$ cat src/rtl/mp8_out_port.sv
// mp8_out_port: external I/O responder for the MP-8 processor.
//
// Captures bytes written by the processor (OutWrite / outToOutside) into a
// small FIFO and drains them to a host over a valid/ready handshake. Also
// holds a host-loaded byte that is presented to the processor's
// inFromOutside input.
//
// Ports:
//   clk           system clock, rising-edge active
//   reset         asynchronous active-low reset
//   cpu_out_data  byte from processor outToOutside
//   cpu_out_write write strobe from processor OutWrite
//   cpu_in_data   byte to processor inFromOutside
//   host_in_load  load strobe for cpu_in_data
//   host_in_data  byte loaded into cpu_in_data
//   host_data     FIFO head byte (0 while empty)
//   host_valid    FIFO non-empty
//   host_ready    host accepts the head byte
//   count         current FIFO occupancy
//   full          count == DEPTH
//   overflow      sticky: a byte was dropped because the FIFO was full
//   ovf_clear     clears overflow (a simultaneous drop wins)
//
// Build option: define MP8_OUT_EDGE_EN to push only on the rising edge of
// cpu_out_write (one byte per pulse regardless of pulse length).

module mp8_out_port #(
    parameter int unsigned DEPTH = 4,
    parameter int unsigned WIDTH = 8
) (
    input  logic                     clk,
    input  logic                     reset,
    input  logic [WIDTH-1:0]         cpu_out_data,
    input  logic                     cpu_out_write,
    output logic [WIDTH-1:0]         cpu_in_data,
    input  logic                     host_in_load,
    input  logic [WIDTH-1:0]         host_in_data,
    output logic [WIDTH-1:0]         host_data,
    output logic                     host_valid,
    input  logic                     host_ready,
    output logic [$clog2(DEPTH):0]   count,
    output logic                     full,
    output logic                     overflow,
    input  logic                     ovf_clear
);

    localparam int unsigned PW = $clog2(DEPTH);
    localparam int unsigned CW = PW + 1;

    logic [WIDTH-1:0] mem_q [DEPTH];
    logic [WIDTH-1:0] mem_d [DEPTH];
    logic [PW-1:0]    wptr_q, wptr_d;
    logic [PW-1:0]    rptr_q, rptr_d;
    logic [CW-1:0]    count_q, count_d;
    logic             ovf_q, ovf_d;
    logic [WIDTH-1:0] in_q, in_d;

    logic push_req;
    logic push_ok;
    logic pop;
    logic drop;

`ifdef MP8_OUT_EDGE_EN
    // History of OutWrite so a long pulse pushes only on its first high cycle.
    logic out_write_q;

    always_ff @(posedge clk or negedge reset) begin
        if (!reset) begin
            out_write_q <= 1'b0;
        end else begin
            out_write_q <= cpu_out_write;
        end
    end

    assign push_req = cpu_out_write && !out_write_q;
`else
    assign push_req = cpu_out_write;
`endif

    assign host_valid = (count_q != '0);
    assign full       = (count_q == CW'(DEPTH));
    assign pop        = host_valid && host_ready;
    // When full, a same-edge pop frees the slot this push lands in.
    assign push_ok    = push_req && (!full || pop);
    assign drop       = push_req && full && !pop;

    // Gate the head byte so it reads 0 whenever the FIFO is empty.
    assign host_data   = host_valid ? mem_q[rptr_q] : '0;
    assign count       = count_q;
    assign overflow    = ovf_q;
    assign cpu_in_data = in_q;

    always_comb begin
        mem_d   = mem_q;
        wptr_d  = wptr_q;
        rptr_d  = rptr_q;
        count_d = count_q;
        ovf_d   = ovf_q;
        in_d    = in_q;

        if (push_ok) begin
            mem_d[wptr_q] = cpu_out_data;
            wptr_d        = wptr_q + PW'(1);
        end
        if (pop) begin
            rptr_d = rptr_q + PW'(1);
        end

        if (push_ok && !pop) begin
            count_d = count_q + CW'(1);
        end else if (pop && !push_ok) begin
            count_d = count_q - CW'(1);
        end

        // A new drop on the same edge as a clear leaves the flag set.
        if (drop) begin
            ovf_d = 1'b1;
        end else if (ovf_clear) begin
            ovf_d = 1'b0;
        end

        if (host_in_load) begin
            in_d = host_in_data;
        end
    end

    always_ff @(posedge clk or negedge reset) begin
        if (!reset) begin
            for (int i = 0; i < int'(DEPTH); i++) begin
                mem_q[i] <= '0;
            end
            wptr_q  <= '0;
            rptr_q  <= '0;
            count_q <= '0;
            ovf_q   <= 1'b0;
            in_q    <= '0;
        end else begin
            mem_q   <= mem_d;
            wptr_q  <= wptr_d;
            rptr_q  <= rptr_d;
            count_q <= count_d;
            ovf_q   <= ovf_d;
            in_q    <= in_d;
        end
    end

endmodule

$ cat config.mk
export PLATFORM = sky130hd
export DESIGN_NAME = mp8_out_port
export DESIGN_NICKNAME = d
export VERILOG_FILES = /design/src/rtl/mp8_out_port.sv
export SDC_FILE = /design/constraint.sdc
export NUM_CORES = 1
export LEC_CHECK = 0
export CELL_PAD_IN_SITES_DETAIL_PLACEMENT = 1
export CELL_PAD_IN_SITES_GLOBAL_PLACEMENT = 2
export CORE_MARGIN = 5
export CORE_UTILIZATION = 40
export DETAILED_ROUTE_END_ITERATION = 8
export DONT_BUFFER_PORTS = 1
export PLACE_DENSITY = 0.7
export SLEW_MARGIN = 20
export SYNTH_ARGS = -nofsm -noshare
export SYNTH_HDL_FRONTEND = slang
export SYNTH_SLANG_ARGS = --single-unit
$ cat constraint.sdc
create_clock -name clk -period 3.1 [get_ports clk]
set_clock_uncertainty 0.1 [all_clocks]
set_input_delay 0.465 -clock clk [delete_from_list [all_inputs] [get_ports clk]]
set_output_delay 0.465 -clock clk [all_outputs]
set_load 0.1 [all_outputs]
==> metrics, run 1 <==
status finished clean; num rows 26; CP endpoint kind primary output; Clock Sinks 48; fin util 50.0%; Post-route DRC 0; Syn Area/Cell 15.3 um^2; final WL 4580 um; Startpoint Class flop; worst-path maximum fanout 10; first-pass GRT wire length 7610 um; gr usage total 14.0%; I/O Buffers 0; Ports 44; post-synthesis cell area 0.00218 mm^2; Die Area 0.00703 mm^2; post-route ant nets 0; commonest non-fill, non-tap cell in the layout dfrtp_1; Cell variety after synth 20; flop2flop setup slack 0.84 ns; fill count 530; critical path class flop to primary output; P&R area growth vs syn 19.4%; HP Class input port to flop; Fmax 0.388 GHz; Mapped Cells 143; vias post-DR 1218; post-synthesis sequential area ratio 55.1%; share of cells above drive strength 1 53.1%; min Tclk post-route 2.58 ns; DR vias/cell 5.25; Worst-Margin Slew 0.914 ns; Primary FF master, synth dfrtp_1; area of the multi-input gates 966 um^2; # H-tree levels 2; RR Startpoint count[1]; Final period util 83.1%; FF+latch area 0.00120 mm^2; router iterations before antenna repair 2; CP required 2.53 ns; Die Width 83.8 um; total CTS buffers 5; Initial Utilization 41.9%; Post-synth EDFFs 0; crit path launch rptr_q[0]; max-cap violation count 0; RSZ-0062 raised after global routing no; YS warnings 0; vias in the first global route 1415; Worst-path clk slew 0.09 ns; endpoints failing setup 0; worst-case clock buffer depth 2; Die Span Y 83.8 um; # diodes 0; routed length per instance 19.7 um; Max-slew headroom 39.1%; Synth async-reset ratio 100%; Nets 189; RePlAce Congestion 0.719; Final Hold Viols 0; CP endpoint host_data[3]; reg2reg end count[1]; Worst EP arrival 2.01 ns; initial antenna violation count 0; most frequent cells in the layout dfrtp_1 (48), mux2_2 (42), mux4_2 (8), and2_2 (8), buf_12 (8); GRT overflow 0; CTS tree done; clock latency on the worst-skew pair 0.30 ns; clk root buf clkbuf_8; flops & latches, synth 48; core area 0.00520 mm^2; DR iter-0 viols 37; Final Max Slew Viols 0; setup TNS 0 ns; net count after synthesis 171; R2R depth 6; setup bufs post-CTS 0; pin count of the biggest net entering global routing 49; Final HPWL DP 3310 um
-- worst min path at each step --
stage,startpoint,end,slack (ns),cells after the start
finish,cpu_out_data[5],mem_q[29],0.21,1
global route,cpu_out_data[5],mem_q[29],0.18,1
CTS,cpu_out_data[5],mem_q[29],0.20,1
detailed placement,reset,mem_q[27],0.07,0
global placement,reset,mem_q[27],0.07,0
floorplan,reset,count[0],0.07,0
-- repair_timing --
| action | in CTS | in global routing |
|---|---|---|
| hold buffers | 2 | 0 |
| endpoints found under the hold margin | 48 | 0 |
| resized for setup | 0 | 0 |
-- synth_stat cells, drive strengths merged (2+ instances only) --
cell type,count,share of area (%)
inv,5,0.86
xor2,2,0.80
clkbuf,3,0.52
nand2,5,0.86
xnor2,4,1.6
nor2,5,1.3
and2,8,2.3
dfrtp,48,55
mux2,42,22
mux4,8,8.3
ha,5,2.9
-- cell type report --
type | instances | share of cell area [%]
Sequential cell | 48 | 46.1
Timing Repair Buffer | 15 | 9.03
Inverter | 5 | 0.720
Tap cell | 70 | 3.36
Multi-Input combinational cell | 86 | 37.1
Clock buffer | 6 | 3.17
Clock inverter | 2 | 0.528
-- per-layer routing --
layer	GRT usage [%]	wire (um)	vias to the layer above
li1	-	-	537
met1	15.3	1760	649
met2	25.5	2550	28
met3	5.13	235	4
met4	3.51	29	0
met5	0	0	-
-- cells by family after synthesis --
| logic type | after synthesis | synth area share (%) |
|---|---|---|
| compound gates | 1 | 0.459 |
| simple gates | 23 | 6.71 |
| xor+xnor | 6 | 2.41 |
| mux | 50 | 29.9 |
| buf+inv | 9 | 1.61 |
| fa+ha+maj | 6 | 3.79 |
| flops | 48 | 55.1 |
-- flip-flops by register name, summed over array words and instances, names as in the netlist --
register,count
mem_q,32
overflow,1
count,3
wptr_q,2
rptr_q,2
cpu_in_data,8
-- per-stage QoR --
step	hold slack, ns	setup slack [ns]	std cells	area (um^2)
floorplan	0.0694	0.154	143	2200
global placement	0.0709	0.821	222	2470
detailed placement	0.0711	0.804	222	2470
CTS	0.197	0.462	232	2610
global route	0.183	0.388	232	2610
finish	0.206	0.524	232	2610
-- worst max-delay path, cell delays in order, from the launching register on --
cell	delay [ns]
dfrtp_1	0.73
mux4_2	0.58
and2_2	0.23
buf_12	0.16
Power of run 1 is left out: the tool's default activity adds up to more than one toggle a clock period on the data nets, which glitch-free logic cannot reach.
==> run 2, diff against run 1 <==
- clock period: 3.1 -> 2.65 ns (I/O delays scaled with it)
==> metrics, run 2 (synthesis results as in run 1) <==
status finished clean (unchanged); GRT overflow 0 (unchanged); Nets 190 (was 189); Worst EP arrival 1.95 ns (was 2.01 ns); most frequent cells in the layout dfrtp_1 (45), mux2_2 (42), mux4_2 (8), and2_2 (8), buf_12 (8) (was dfrtp_1 (48), mux2_2 (42), mux4_2 (8), and2_2 (8), buf_12 (8)); gr usage total 14.3% (was 14.0%); share of cells above drive strength 1 55.2% (was 53.1%); Final period util 92.4%; DR iter-0 viols 30 (was 37); Hold Path Stages 1 (unchanged); DR vias/cell 5.19 (was 5.25); Final HPWL DP 3350 um (was 3310 um); RePlAce Congestion 0.722 (was 0.719); RR Startpoint count[1] (unchanged); max-cap violation count 0 (unchanged); HP Class input port to flop (unchanged); endpoints failing setup 0 (unchanged); vias post-DR 1209 (was 1218); first-pass GRT wire length 7740 um (was 7610 um); num rows 26 (unchanged); post-route ant nets 0 (unchanged); Ports 44 (unchanged); I/O Buffers 0 (unchanged); RSZ-0062 raised after global routing no (unchanged); clk root buf clkbuf_8 (unchanged); pin count of the biggest net entering global routing 49 (unchanged); Die Span Y 83.8 um (unchanged); routed length per instance 19.5 um (was 19.7 um); worst-path maximum fanout 6 (was 10); Clock Sinks 48 (unchanged); worst-case clock buffer depth 2 (unchanged); CP endpoint kind primary output (unchanged); Fmax 0.408 GHz; # diodes 0 (unchanged); min Tclk post-route 2.45 ns; router iterations before antenna repair 4 (was 2); CP required 2.15 ns (was 2.53 ns); hold wc startpoint cpu_out_data[7] (was cpu_out_data[5]); Initial Utilization 41.9% (unchanged); vias in the first global route 1478 (was 1415); initial antenna violation count 0 (unchanged); post-route setup slack 0.201 ns (was 0.524 ns); P&R area growth vs syn 21.9% (was 19.4%); Final Max Slew Viols 0 (unchanged); Final Hold Viols 0 (unchanged); total CTS buffers 5 (unchanged); final WL 4550 um (was 4580 um); critical path class flop to primary output (unchanged); Max-slew headroom 39.1% (about the same); reg2reg end count[1] (unchanged); CTS tree done (unchanged); # H-tree levels 2 (unchanged); R2R depth 6 (unchanged); max reg flops 32 (unchanged); clock latency on the worst-skew pair 0.30 ns (about the same); Post-route DRC 0 (unchanged); setup TNS 0 ns (unchanged); WHS Endpoint mem_q[31] (was mem_q[29]); Die Area 0.00703 mm^2 (unchanged); Worst-Margin Slew 0.914 ns (about the same); flop2flop setup slack 0.35 ns (was 0.84 ns); Startpoint Class flop (unchanged); Die Width 83.8 um (unchanged); core area 0.00520 mm^2 (unchanged); Top reg by flops mem_q (unchanged); Setup WS pre-CTS 0.364 ns (was 0.804 ns); CTS-repair resized insts 0 (unchanged); commonest non-fill, non-tap cell in the layout dfrtp_1 (unchanged); Worst-path clk slew 0.09 ns (about the same)
[run 2: cell types whose count changed in the layout (fill, tap and decap cells not counted)]
cell	delta
buf_4	+1
clkbuf_8	-1
clkinv_2	-1
dfrtp_2	+3
dfrtp_1	-3
bufinv_16	+2
[run 2: per-stage QoR]
stage               std cells  util, %  area [um^2]  hold slack (ns)
floorplan                 143        -         2210          0.00191
global placement          223     47.7         2480          0.00349
detailed placement        223     47.7         2480          0.00365
CTS                       233     51.1         2660            0.128
global route              233     51.1         2660            0.119
finish                    233     51.1         2660            0.142
[run 2: final cells by class]
cell class	instances	area (um^2)
timing repair buffer	16	243
sequential	48	1200
clock inverter	3	68.8
multi-input combinational	86	966
fill	509	2550
tap	70	87.6
clock buffer	5	68.8
inverter	5	18.8
[run 2: critical path: stages, from the launching register on]
cell and delay, ns:
dfrtp_1 0.49, buf_4 0.25, mux4_2 0.52, and2_2 0.22, buf_12 0.16
[run 2: worst max path at each step]
stage,start,to,depth (start not counted)
detailed placement,count[1],count[1],6
global placement,count[1],count[1],6
global route,rptr_q[0],host_data[3],4
finish,rptr_q[0],host_data[3],4
CTS,rptr_q[0],host_data[3],4
floorplan,count[0],host_data[0],3
[run 2: routing by layer]
layer | GRT usage, % | vias up | share of wire, %
met4 | 4.97 | 0 | 1.7
met2 | 25.0 | 31 | 55
li1 | - | 534 | -
met1 | 16.2 | 637 | 38
met5 | 0 | - | 0
met3 | 4.84 | 7 | 5.7
[run 2: repair_timing]
action	4_1_cts	5_1_grt
hold buffers	2	0
buffers inserted	0	0
hold endpoints to repair	48	0
Power of run 2 is left out for the same reason.
